`src/rtl/systolic_feed_ctrl.sv`:
```
// Producer side of the systolic column-MAC feed: streams Wout-long feature loops per tile
// while preloading the next tile's TOUT weights. Optional macro: SYSTOLIC_FEED_PERF_EN (WAIT-cycle counter).
module systolic_feed_ctrl #(
    parameter int TOUT   = 8,
    parameter int DAT_W  = 128,
    parameter int WT_W   = 128,
    parameter int ADDR_W = 12,
    parameter int CNT_W  = 10,
    parameter int DRAIN  = 18
) (
    input  logic                     clk,
    input  logic                     rst_n,
    input  logic                     start,
    input  logic [CNT_W-1:0]         cfg_wout,
    input  logic [CNT_W-1:0]         cfg_ntile,
    input  logic [ADDR_W-1:0]        cfg_dat_base,
    input  logic [ADDR_W-1:0]        cfg_wt_base,
    output logic                     busy,
    output logic                     done,
    output logic                     dat_rd_en,
    output logic [ADDR_W-1:0]        dat_rd_addr,
    input  logic [DAT_W-1:0]         dat_rd_data,
    output logic                     wt_rd_en,
    output logic [ADDR_W-1:0]        wt_rd_addr,
    input  logic [WT_W-1:0]          wt_rd_data,
    output logic                     dat_vld,
    output logic [DAT_W-1:0]         dat,
    output logic                     Wout_loop_start,
    output logic                     Wout_loop_end,
    output logic                     wt_vld,
    output logic [WT_W-1:0]          wt,
    output logic [$clog2(TOUT)-1:0]  wt_sel,
    output logic [15:0]              perf_stall_cnt
);
    localparam int SEL_W = $clog2(TOUT);
    localparam int DRW   = $clog2(DRAIN + 1);

    typedef enum logic [2:0] {S_IDLE, S_WLOAD, S_STREAM, S_WAIT, S_DRAIN, S_FIN} state_e;

    state_e              state_q, state_d;
    logic [CNT_W-1:0]    t_q, t_d, w_q, w_d, wout_q, wout_d, ntile_q, ntile_d;
    logic [SEL_W-1:0]    k_q, k_d;
    logic                pre_q, pre_d, rdy_q, rdy_d;
    logic [ADDR_W-1:0]   dat_addr_q, dat_addr_d, wt_addr_q, wt_addr_d;
    logic [DRW-1:0]      drain_q, drain_d;
    logic                dat_vld_q, ls_q, le_q, wt_vld_q;
    logic [SEL_W-1:0]    sel_q;

    logic loop_start, loop_end, last_tile, k_last, pre_ready;

    assign dat_rd_en  = (state_q == S_STREAM);
    assign wt_rd_en   = (state_q == S_WLOAD) || pre_q;
    assign loop_start = dat_rd_en && (w_q == '0);
    assign loop_end   = dat_rd_en && (w_q == wout_q - CNT_W'(1));
    assign last_tile  = (t_q == ntile_q - CNT_W'(1));
    assign k_last     = (k_q == SEL_W'(TOUT - 1));
    // Next loop may start once the preload's final read lands no later than its first dat read;
    // a loop-start cycle cannot qualify since the next tile's preload has not begun yet.
    assign pre_ready  = !loop_start && (rdy_q || (pre_q && k_q >= SEL_W'(TOUT - 2)));

    always_comb begin
        state_d    = state_q;
        t_d        = t_q;
        w_d        = w_q;
        k_d        = k_q;
        pre_d      = pre_q;
        rdy_d      = rdy_q;
        wout_d     = wout_q;
        ntile_d    = ntile_q;
        dat_addr_d = dat_addr_q;
        wt_addr_d  = wt_addr_q;
        drain_d    = drain_q;

        if (wt_rd_en) begin
            wt_addr_d = wt_addr_q + ADDR_W'(1);
            k_d       = k_last ? '0 : k_q + SEL_W'(1);
        end
        if (pre_q && k_last) begin
            pre_d = 1'b0;
            rdy_d = 1'b1;
        end
        if (dat_rd_en) begin
            dat_addr_d = dat_addr_q + ADDR_W'(1);
            w_d        = loop_end ? '0 : w_q + CNT_W'(1);
        end
        // The staged tile is consumed here; preload of the following one starts next cycle.
        if (loop_start) begin
            pre_d = !last_tile;
            rdy_d = 1'b0;
        end

        case (state_q)
            S_IDLE: begin
                if (start) begin
                    wout_d     = cfg_wout;
                    ntile_d    = cfg_ntile;
                    dat_addr_d = cfg_dat_base;
                    wt_addr_d  = cfg_wt_base;
                    t_d        = '0;
                    w_d        = '0;
                    k_d        = '0;
                    pre_d      = 1'b0;
                    rdy_d      = 1'b0;
                    state_d    = (cfg_wout == '0 || cfg_ntile == '0) ? S_FIN : S_WLOAD;
                end
            end
            S_WLOAD: if (k_last) state_d = S_STREAM;
            S_STREAM: begin
                if (loop_end) begin
                    if (last_tile) begin
                        state_d = S_DRAIN;
                        drain_d = '0;
                    end else begin
                        t_d     = t_q + CNT_W'(1);
                        state_d = pre_ready ? S_STREAM : S_WAIT;
                    end
                end
            end
            S_WAIT:  if (pre_ready) state_d = S_STREAM;
            S_DRAIN: begin
                drain_d = drain_q + DRW'(1);
                if (drain_q == DRW'(DRAIN - 1)) state_d = S_FIN;
            end
            S_FIN:   state_d = S_IDLE;
            default: state_d = S_IDLE;
        endcase
    end

    always_ff @(posedge clk or negedge rst_n) begin
        if (!rst_n) begin
            state_q    <= S_IDLE;
            t_q        <= '0;
            w_q        <= '0;
            k_q        <= '0;
            pre_q      <= 1'b0;
            rdy_q      <= 1'b0;
            wout_q     <= '0;
            ntile_q    <= '0;
            dat_addr_q <= '0;
            wt_addr_q  <= '0;
            drain_q    <= '0;
            dat_vld_q  <= 1'b0;
            ls_q       <= 1'b0;
            le_q       <= 1'b0;
            wt_vld_q   <= 1'b0;
            sel_q      <= '0;
        end else begin
            state_q    <= state_d;
            t_q        <= t_d;
            w_q        <= w_d;
            k_q        <= k_d;
            pre_q      <= pre_d;
            rdy_q      <= rdy_d;
            wout_q     <= wout_d;
            ntile_q    <= ntile_d;
            dat_addr_q <= dat_addr_d;
            wt_addr_q  <= wt_addr_d;
            drain_q    <= drain_d;
            dat_vld_q  <= dat_rd_en;
            ls_q       <= loop_start;
            le_q       <= loop_end;
            wt_vld_q   <= wt_rd_en;
            sel_q      <= wt_rd_en ? k_q : '0;
        end
    end

    assign busy            = (state_q != S_IDLE);
    assign done            = (state_q == S_FIN);
    assign dat_rd_addr     = dat_addr_q;
    assign wt_rd_addr      = wt_addr_q;
    assign dat_vld         = dat_vld_q;
    assign dat             = dat_vld_q ? dat_rd_data : '0;
    assign Wout_loop_start = ls_q;
    assign Wout_loop_end   = le_q;
    assign wt_vld          = wt_vld_q;
    assign wt              = wt_vld_q ? wt_rd_data : '0;
    assign wt_sel          = sel_q;

`ifdef SYSTOLIC_FEED_PERF_EN
    logic [15:0] perf_q;
    always_ff @(posedge clk or negedge rst_n) begin
        if (!rst_n)                                   perf_q <= '0;
        else if (state_q == S_IDLE && start)          perf_q <= '0;
        else if (state_q == S_WAIT && perf_q != 16'hFFFF) perf_q <= perf_q + 16'd1;
    end
    assign perf_stall_cnt = perf_q;
`else
    assign perf_stall_cnt = 16'd0;
`endif
endmodule

```
`config.mk`:
```
export PLATFORM = sky130hd
export DESIGN_NAME = systolic_feed_ctrl
export DESIGN_NICKNAME = d
export VERILOG_FILES = /design/src/rtl/systolic_feed_ctrl.sv
export SDC_FILE = /design/constraint.sdc
export NUM_CORES = 1
export LEC_CHECK = 0
export BUFFER_PORTS_ARGS = -buffer_cell sky130_fd_sc_hd__buf_4
export CORE_AREA = 2 2 235 237
export CTS_BUF_LIST = sky130_fd_sc_hd__clkbuf_4 sky130_fd_sc_hd__clkbuf_8
export CTS_CLUSTER_DIAMETER = 80
export CTS_CLUSTER_SIZE = 28
export DETAILED_ROUTE_END_ITERATION = 8
export DIE_AREA = 0 0 237 239
export GPL_ROUTABILITY_DRIVEN = 0
export PLACE_DENSITY = 0.44
export RECOVER_POWER = 50
export SKIP_CTS_REPAIR_TIMING = 1
export SYNTH_ARGS = -nofsm -noshare
export SYNTH_HDL_FRONTEND = slang
export SYNTH_SLANG_ARGS = --single-unit
```
`constraint.sdc`:
```
create_clock -name clk -period 2.2 [get_ports clk]
set_input_delay 0.22 -clock clk [delete_from_list [all_inputs] [get_ports clk]]
set_output_delay 0.22 -clock clk [all_outputs]
set_load 0.01 [all_outputs]
```
# After elaboration in Yosys (flattened, before gate mapping)
# Cells that the tools add are included.
totals:
  input_bits: 303
  register_bits: 84
classes:
  n_eq_ne: 16
  mux: 41
  add_sub_neg: 8
  reduce_logical: 21
  order_cmp: 1
ops:
  columns: ["cell", "count"]
  rows:
  - ["$mux W128", 2]
  - ["$mux W12", 6]
  - ["$mux W10", 7]
  - ["$mux W3", 12]
  - ["$logic_not A10 Y1", 3]
  - ["$add A12 B1 Y12 const B", 2]
  - ["$add A10 B1 Y10 const B", 2]
  - ["$eq A10 B10 Y1", 2]
  - ["$pmux W10 S2", 1]
  - ["$sub A10 B1 Y10 const B", 2]
  - ["$pmux W3 S5", 1]
  - ["$mux W5", 2]
  - ["$ne A2 B2 Y1 const B", 5]
  - ["$pmux W5 S2", 1]
  - ["$eq A3 B3 Y1 const B", 3]
  - ["$mux W1", 9]
  - ["$eq A3 B2 Y1 const B", 2]
  - ["$add A5 B1 Y5 const B", 1]
  - ["$eq A5 B5 Y1 const B", 1]
  - ["$logic_and A1 B1 Y1", 5]
  - ["$reduce_and A5 Y1", 1]
  - ["$ne A2 B1 Y1 const B", 2]
  - ["$reduce_and A4 Y1", 1]
  - ["$reduce_bool A2 Y1", 2]
  - ["9 further kinds", 12]

# Depth between registers and ports, before layout
# Gate-level depths: netlist of run 1.
logic_depth:
  ltp_word: 8
  ltp_mapped: 10
  ltp_nobuf: 10

# Least setup slack after synthesis of run 1
# OpenSTA, ideal clock, no wires.
synth_path:
  kind: "reg2reg"
  startpoint: "reg w_q[0]"
  endpoint: "reg state_q[1]"
  t_required_ns: 2.071
  synth_period_minus_slack_ns: 2.355
  setup_slack_ns: -0.155
  path_stages_with_launch: 10
  arrival_time_ns: 2.226
  cell_sequence: "dfrtp_1 inv_1 ha_1 or4b_1 nor4_2 a21oi_1 a211o_1 and3_1 a2bb2oi_1 o22ai_1"
synth_between:
  elab_chain_len: 6
  word_cells_on_any_way: 9
synth_rtl:
  columns: ["element", "line_no", "source"]
  rows:
  - ["from (decl)", "41", "logic [CNT_W-1:0] t_q, t_d, w_q, w_d, wout_q, wout_d, ntile_q, ntile_d;"]
  - ["from (signal assigned)", "150", "w_q <= w_d;"]
  - ["$logic_not A10 Y1", "53", "assign loop_start = dat_rd_en && (w_q == '0);"]
  - ["$logic_and A1 B1 Y1", "53", null]
  - ["named net loop_start", "49", "logic loop_start, loop_end, last_tile, k_last, pre_ready;"]
  - ["$logic_not A1 Y1", "59", "assign pre_ready = !loop_start && (rdy_q || (pre_q && k_q >= SEL_W'(TOUT - 2)));"]
  - ["$logic_and A1 B1 Y1", "59", null]
  - ["$ne A2 B2 Y1 (no source line)", null, null]
  - ["$reduce_and A5 Y1 (no source line)", null, null]
  - ["to (signal assigned)", "148", "state_q <= state_d;"]
  - ["to (decl)", "40", "state_e state_q, state_d;"]
# The timed path passes the listed nets, and every way through them passes these cells.
# A chain may end at the register's enable or synchronous reset.

# Worst setup path in the final report of run 1
layout_path:
  startpoint: "reg wout_q[2]"
  endpoint: "reg t_q[4]"
layout_between:
  elab_chain_len: 5
layout_rtl:
  columns: ["element", "line_no", "source"]
  rows:
  - ["from (decl)", "41", null]
  - ["from (signal assigned)", "154", "wout_q <= wout_d;"]
  - ["$sub A10 B1 Y10", "54", "assign loop_end = dat_rd_en && (w_q == wout_q - CNT_W'(1));"]
  - ["$eq A10 B10 Y1", "54", null]
  - ["$logic_and A1 B1 Y1", "54", null]
  - ["$ne A2 B1 Y1 (no source line)", null, null]
  - ["$reduce_and A4 Y1 (no source line)", null, null]
  - ["to (signal assigned)", "149", "t_q <= t_d;"]
  - ["to (decl)", "41", null]
# Every way passes these cells.

==> metrics.md, run 1 <==
| Metric | Value |
|---|---|
| DR vias/cell | `about 3.7` |
| Slowest cell delay on critical path | `approximately 0.53 ns` |
| Number of core rows | `86` |
| Top cells by count, synth | `and2_1, nand2_1, dfrtp_1` |
| Worst slack at placement | `-0.2805 ns` |
| Yosys reg bits | `84` |
| Initial antenna violation count | `4` |
| Combined area of all synthesized cells | `~6500 sq um` |
| Post-Route WL | `~39 mm` |
| Total track usage | `12.80%` |
| First-pass GRT wire length | `53.31 mm` |
| Clock Sink Count | `84` |
| R2R Setup Slk | `-0.27 ns` |
| Die Footprint | `around 57000 sq um` |
| Slew at the pin closest to its max-slew limit | `1.152 ns` |
| Worst setup SP type | `flip-flop` |
| Final-report setup violation count | `25` |
| Endpoints failing hold | `0` |
| Overall power after layout | `between 10 and 15 mW` |
| Clock insertion delay at the later pin of the skew report | `0.41 ns` |
| Lkg Pwr | `5.780 nW` |
| Die width | `around 240 microns` |
| Clock buffers created by TritonCTS | `9` |
| Worst setup path category | `flip-flop to flip-flop` |
| Post-synthesis cell count | `slightly above 800` |
| Maximum clock insertion buffer count | `2` |
| Violations in the final reports | `setup timing` |
| Setup slack of the critical path after layout | `-0.2700 ns` |
| I/O pins | `approximately 600` |
| Sequential-to-total area share from yosys stat | `32.48%` |
| CP top delay family | `simple AND/OR/NAND/NOR gates` |
| Share of Yosys cell area claimed by the top area cell type | `32.48%` |
| Final cycle utilization of the critical path | `112.3%` |
| Relative slew slack | `a little under a quarter` |
| CP max FO | `5` |
| CP Capture Type | `flip-flop` |
| Area inside the core boundary | `approximately 54000 sq um` |
| Top cell type by total area after synthesis | `dfrtp_1` |
| Layout Cell Area excl Fill | `roughly 12000 sq um` |
| Required time at the endpoint of the critical path | `around 2.5 ns` |
| Number of distinct library cells after synthesis | `57` |
| Clock edge transition at the registers on the reported setup and hold paths | `0.11 ns` |
| Pre-antenna DRT Iters | `6` |
| Leading cell types by total area after synthesis | `dfrtp_1, and2_1, nand2_1, xor2_1, xnor2_1` |
| Count of flip-flops with a built-in enable after synthesis | `0` |
| Initial cell density of the core | `a little under an eighth` |
| Library cell with the highest instance count after synthesis | `and2_1` |
| Worst path slowest cell | `or4_1` |
| Post-route clock skew | `approximately 0.016 ns` |
| Synth warnings | `0` |
| Kind of path behind the tightest hold check | `primary input to flip-flop` |
| Number of global-route vias before repair | `between 7000 and 8000` |
| Maximum number of pins on one net before global-route repair | `130` |
| Global route total overflow | `0` |
| CP cell instances | `nor4_4, and4bb_1, xnor2_1, nor2_2, a31o_4, o21ai_4, or4_1, nand2_1` |
| Half-perimeter wire length of the detailed placement result | `33.28 mm` |
| Root buffer cell | `clkbuf_8` |
| H-tree Lvls | `3` |
| # nets final | `~1800` |
| WP data arrival | `between 2 and 3 ns` |
| Power density of the placed cells | `between 1000 and 1500 nW/um^2` |
| Top_reg_cell synth | `dfrtp_1` |
| Cell Area, Placed | `about 12000 sq um` |
| Number of buffers added on ports | `593` |
| Clock tree from TritonCTS | `yes` |
| Height of the die | `239 microns` |
| FMAX | `~400 MHz` |
| Fraction of layout instances using a drive strength above 1 | `44.51%` |
| Post-Syn Area per Cell | `a little under 8 sq um` |
| Routed len/inst | `~18 microns` |
| DRC marker count from the first detailed-route iteration | `a little under 400` |
| Pins over their slew limit | `0` |
| Number of maximum-capacitance violations | `0` |
| Via count | `around 8000` |
| Area Growth Syn to Fin | `90.35%` |
| Maximum resistive drop on vdd | `approximately 420 uV` |
| DRC viols | `0` |
| Run status | `complete, but fails checks` |
| Period minus WS final | `around 2.5 ns` |
| Antenna Nets Post-Route | `0` |
| Setup repair after global routing missed its margin | `yes` |
| Post-route worst hold slack | `between 0.01 and 0.015 ns` |
| Critical path buffer and inverter count | `0` |
| Share of flip-flops with an asynchronous set or reset | `100.0%` |
-- registers in the layout (all words and copies together), names as in the netlist --
signal / flops
dat_rd_addr: 12
wt_rd_addr: 12
ntile_q: 10
t_q: 10
w_q: 10
wout_q: 10
drain_q: 5
k_q: 3
state_q: 3
wt_sel: 3
Wout_loop_end: 1
Wout_loop_start: 1
dat_vld: 1
pre_q: 1
rdy_q: 1
wt_vld: 1
-- placed cells by master (no fill, tap or decap), types with 6 or more instances in the layout --
| cell type | Yosys | layout |
|---|---|---|
| and3_1 | 8 | 7 |
| and2_0 | 0 | 46 |
| o21ai_0 | 34 | 31 |
| clkbuf_1 | 43 | 85 |
| nand3_1 | 19 | 16 |
| conb_1 | 1 | 16 |
| clkbuf_8 | 0 | 10 |
| nor4_1 | 7 | 6 |
| ha_1 | 12 | 10 |
| nor2_1 | 45 | 38 |
| nor3_1 | 15 | 12 |
| a21oi_1 | 15 | 10 |
| xor2_1 | 31 | 31 |
| dlygate4sd3_1 | 0 | 6 |
| nand2_1 | 106 | 106 |
| nor2_2 | 0 | 6 |
| buf_4 | 17 | 563 |
| and2_1 | 262 | 214 |
| buf_6 | 0 | 6 |
| dfrtp_1 | 84 | 81 |
| xnor2_1 | 28 | 25 |
| nand4_1 | 13 | 13 |
| inv_1 | 17 | 15 |
-- worst register-to-register path: cells and delay by family (launching register included) --
| family | cells | cell delay (ns) |
|---|---|---|
| AND/OR/NAND/NOR | 5 | 1.48 |
| flip-flops | 1 | 0.48 |
| AO/OA/AOI/OAI | 2 | 0.36 |
| XOR/XNOR | 1 | 0.08 |
-- final timing paths --
path / to / cells after the start / from
max in group asynchronous: wout_q[2]$_DFFE_PN0P_ / 3 / rst_n
setup reg to reg: t_q[4]$_DFFE_PN0P_ / 8 / wout_q[2]$_DFFE_PN0P_
hold / removal: ntile_q[6]$_DFFE_PN0P_ / 3 / cfg_ntile[6]
hold reg to reg: ntile_q[9]$_DFFE_PN0P_ / 2 / ntile_q[9]$_DFFE_PN0P_
setup / recovery: t_q[4]$_DFFE_PN0P_ / 8 / wout_q[2]$_DFFE_PN0P_
min in group asynchronous: w_q[0]$_DFF_PN0_ / 2 / rst_n
-- power breakdown --
group	switching (mW)	internal, mW
clock network	0.702	0.464
registers	0.774	2.14
logic	4.70	4.21
total	6.18	6.81
-- cells by family after synthesis --
group	count (synthesis)	share of synthesized area, %
mux	2	0.3094
flops	84	32.48
other cells	1	0.05795
xor+xnor	59	7.985
simple gates	504	43.12
fa+ha+maj	12	2.320
compound gates	81	8.044
buf+inv	80	5.684
-- layer usage --
metal,global-route usage (%),wire [microns],vias up,share of wire [%]
met3,6.062,4089,32,10
li1,-,-,3895,-
met5,0,23,-,0.059
met1,17.54,18060,3849,46
met4,2.474,734,4,1.9
met2,18.11,16390,325,42
-- cell type report --
type,count,area (sq um)
fill,6084,42020
timing repair buffer,664,4723
multi-input combinational,675,4345
sequential,84,2106
tap,704,880.8
clock buffer,10,137.6
inverter,17,63.81
clock inverter,6,53.80
antenna,3,7.507
-- metrics by stage --
| stage | setup TNS, ns | utilization [%] | cells |
|---|---|---|---|
| 2_1_floorplan | -0.2326 | - | 838 |
| 3_3_place_gp | -2.087 | 22.17 | 2127 |
| 3_5_place_dp | -2.729 | 22.17 | 2127 |
| 4_1_cts | -3.460 | 22.52 | 2143 |
| 5_1_grt | -14.25 | 22.66 | 2161 |
| 6_report | -3.240 | 22.67 | 2163 |
Power figures use the tool's default switching activity.
==> inputs of run 2 (changes only) <==
ABC_AREA = 1   (was unset)
CORE_AREA = 2 2 238 240   (was 2 2 235 237)
DIE_AREA = 0 0 240 242   (was 0 0 237 239)
PLACE_DENSITY = 0.45   (was 0.44)
==> run 2 against run 1 <==
Effect of this change: the flow now finishes without violations; combinational power increased by 0.8%; setup slack improved by 0.41 ns; sequential power about the same; total power grew 1.8%; sequential share of layout area down 0.19 points; critical path depth down 2; critical path type is now flip-flop to output pin.
==> metrics.md, run 2 <==
| Metric | Value |
|---|---|
| Area inside the core boundary | `55730 sq um (+2.6%)` |
| Area Growth Syn to Fin | `71.85%` |
| Lkg Pwr | `8.015 nW (+39%)` |
| Height of the die | `242 microns (+1.3%)` |
| Antenna Nets Post-Route | `0 (unchanged)` |
| Maximum resistive drop on vdd | `462.6 uV (+11%)` |
| Layout Cell Area excl Fill | `12480 sq um (+1.3%)` |
| Slew at the pin closest to its max-slew limit | `0.9409 ns (-0.2108 ns)` |
| Total Neg Setup Slack | `0 ns (+3.240 ns)` |
| Count of flip-flops with a built-in enable after synthesis | `0 (unchanged)` |
| Switching part of the total | `52.61% (+5.1 points)` |
| Number of global-route vias before repair | `9100 (+17%)` |
| Half-perimeter wire length of the detailed placement result | `35.91 mm (+7.9%)` |
| First-pass GRT wire length | `57.00 mm (+6.9%)` |
| Yosys reg bits | `84 (unchanged)` |
| Top_reg_cell synth | `dfrtp_1` |
| Required time at the endpoint of the critical path | `1.98 ns (-0.56 ns)` |
| Number of maximum-capacitance violations | `0 (unchanged)` |
| Kind of path behind the tightest hold check | `primary input to flip-flop` |
| Total track usage | `13.12% (+0.32 points)` |
| Endpoints failing hold | `0 (unchanged)` |
| Via count | `9474 (+17%)` |
| Worst slack at placement | `0.08055 ns (+0.3611 ns)` |
| Sequential-to-total area share from yosys stat | `28.96% (-3.5 points)` |
| Setup repair after global routing missed its margin | `no` |
| Clock Sink Count | `84 (unchanged)` |
| Worst setup path category | `flip-flop to output pin` |
| Initial cell density of the core | `13.03% (+1.1 points)` |
| DRC marker count from the first detailed-route iteration | `472 (+22%)` |
| Number of cells on the worst reg-to-reg path | `12 (+4)` |
| Die width | `240 microns (+1.3%)` |
| Placed cell count | `2579 (+21%)` |
| Post-Route WL | `41.03 mm (+4.4%)` |
| Most frequent standard cell in the layout excluding fill and tap cells | `buf_4` |
| Worst setup SP type | `flip-flop` |
| Post-synthesis cell count | `1253 (+52%)` |
| Initial antenna violation count | `15 (+11)` |
| CP max FO | `6 (+1)` |
| Combinational share of power | `67.9% (-0.7 points)` |
| Global route total overflow | `0 (unchanged)` |
| Clock group share of total power | `9.8% (+0.8 points)` |
| Relative slew slack | `37.27% (+14 points)` |
| Root buffer cell | `clkbuf_8` |
| Most frequent cells in the layout | `buf_4, nand2_1, inv_1, clkbuf_1, dfrtp_1` |
| Internal Power | `6.266 mW (-8.0%)` |
| Leading cell types by total area after synthesis | `dfrtp_1, nand2_1, inv_1, nor2_1, xor2_1` |
| Clock edge transition at the registers on the reported setup and hold paths | `0.10 ns (about the same)` |
| Pins over their slew limit | `0 (unchanged)` |
| Maximum number of pins on one net before global-route repair | `71 (-45%)` |
| Top cell type by total area after synthesis | `dfrtp_1` |
| Synth warnings | `0 (unchanged)` |
| # nets final | `2151 (+22%)` |
| Number of buffers added on ports | `593 (unchanged)` |
| Origin of the critical flop-to-flop path | `wout_q[0]$_DFFE_PN0P_` |
| Die Footprint | `58080 sq um (+2.5%)` |
| Run status | `complete, no violations` |
| Post-Syn Area per Cell | `5.794 sq um (-26%)` |
| Share of Yosys cell area claimed by the top area cell type | `28.96% (-3.5 points)` |
| Terminus of the critical flop-to-flop path | `t_q[4]$_DFFE_PN0P_` |
| Maximum clock insertion buffer count | `2 (unchanged)` |
| WP data arrival | `1.84 ns (-0.97 ns)` |
| Library cell with the highest instance count after synthesis | `nand2_1` |
| Final std cells w/o fill | `2599 (+20%)` |
| Number of distinct library cells after synthesis | `38 (-33%)` |
| Post-route clock skew | `0.01686 ns (+0.001098 ns)` |
| DRC viols | `0 (unchanged)` |
| Clock insertion delay at the later pin of the skew report | `0.38 ns (-0.03 ns)` |
| Power share of the sequential group | `22.2% (-0.2 points)` |
| Share of flip-flops with an asynchronous set or reset | `100.0% (unchanged)` |
| Post-route worst hold slack | `0.04300 ns (+0.03153 ns)` |
| Top cells by count, synth | `nand2_1, inv_1, dfrtp_1` |
| Overall power after layout | `13.22 mW (+1.8%)` |
| Cell Area, Placed | `12620 sq um (+4.8%)` |
| DR vias/cell | `3.645 (-2.7%)` |
| Final-report setup violation count | `0 (-100%)` |
| Period minus WS final | `2.062 ns (-0.4081 ns)` |
| Clock buffers created by TritonCTS | `9 (unchanged)` |
| FMAX | `485.0 MHz (+20%)` |
| Final cycle utilization of the critical path | `93.72% (-19 points)` |
| Clock tree from TritonCTS | `yes` |
| Utilization after layout | `22.38% (-0.28 points)` |
| Routed len/inst | `15.79 microns (-13%)` |
| Setup slack of the critical path after layout | `0.1381 ns (+0.4081 ns)` |
| I/O pins | `610 (unchanged)` |
| Power density of the placed cells | `1060 nW/um^2 (+0.52%)` |
| CP Capture Type | `output pin` |
| Combined area of all synthesized cells | `7259 sq um (+12%)` |
| Capture point of the critical path | `dat_rd_en` |
| Fraction of layout instances using a drive strength above 1 | `30.53% (-14 points)` |
| Number of core rows | `87 (+1.2%)` |
| Worst setup path start | `state_q[1]$_DFFE_PN0P_` |
| Switching power total | `6.957 mW (+13%)` |
| Pre-antenna DRT Iters | `5 (-1)` |
| R2R Setup Slk | `0.17 ns (+0.44 ns)` |
| H-tree Lvls | `3 (unchanged)` |
-- run 2: power groups by stage --
stage / sequential (mW) / clock (mW) / combinational (mW)
2_1_floorplan: 2.71 / 0 / 4.93
3_3_place_gp: 3.04 / 0 / 9.39
3_5_place_dp: 3.04 / 0 / 9.38
4_1_cts: 3.03 / 1.35 / 9.41
5_1_grt: 3.07 / 1.41 / 9.98
6_report: 2.94 / 1.30 / 8.98
-- run 2: cell type report --
| class | count | area (sq um) |
|---|---|---|
| tap | 756 | 945.9 |
| inverter | 345 | 1296 |
| clock buffer | 11 | 138.9 |
| multi-input combinational | 775 | 3616 |
| fill | 6504 | 43260 |
| timing repair buffer | 621 | 4279 |
| sequential | 84 | 2110 |
| antenna | 2 | 5.005 |
| clock inverter | 5 | 85.08 |
-- run 2: cells by family after synthesis --
logic type / Yosys count / share of synthesized area [%]
xor gates and xnor gates: 43 / 5.188
other: 1 / 0.05166
and+or+nand+nor: 638 / 36.42
AOI/OAI and AO/OA: 66 / 4.912
adders and majority gates: 12 / 2.068
buffers and inverters: 409 / 22.41
DFF: 84 / 28.96
-- run 2: worst min path at each step --
stage / cells past startpoint / slack [ns] / end / startpoint
detailed placement: 1 / 0.19 / wt_rd_addr[0]$_DFF_PN0_ / rst_n
CTS: 1 / -0.24 / state_q[0]$_DFFE_PN0P_ / rst_n
global route: 3 / 0.03 / wout_q[7]$_DFFE_PN0P_ / cfg_wout[7]
global placement: 1 / 0.19 / wt_rd_addr[0]$_DFF_PN0_ / rst_n
finish: 3 / 0.04 / wt_rd_addr[2]$_DFF_PN0_ / cfg_wt_base[2]
floorplan: 0 / -0.08 / Wout_loop_end$_DFF_PN0_ / rst_n
-- run 2: worst max-delay path, cell delays in order, from the launching register on --
cell and delay [ns]:
dfrtp_1 0.43, inv_1 0.14, nor2_4 0.05, nand2_2 0.14, clkinvlp_2 0.28, buf_4 0.26
buf_4 0.15
-- run 2: routing by layer --
metal | vias up | global-route usage (%) | wire, microns
li1 | 4715 | - | -
met1 | 4262 | 18.40 | 19360
met2 | 439 | 18.73 | 16360
met3 | 48 | 4.478 | 4284
met4 | 10 | 3.909 | 966
met5 | - | 0 | 61
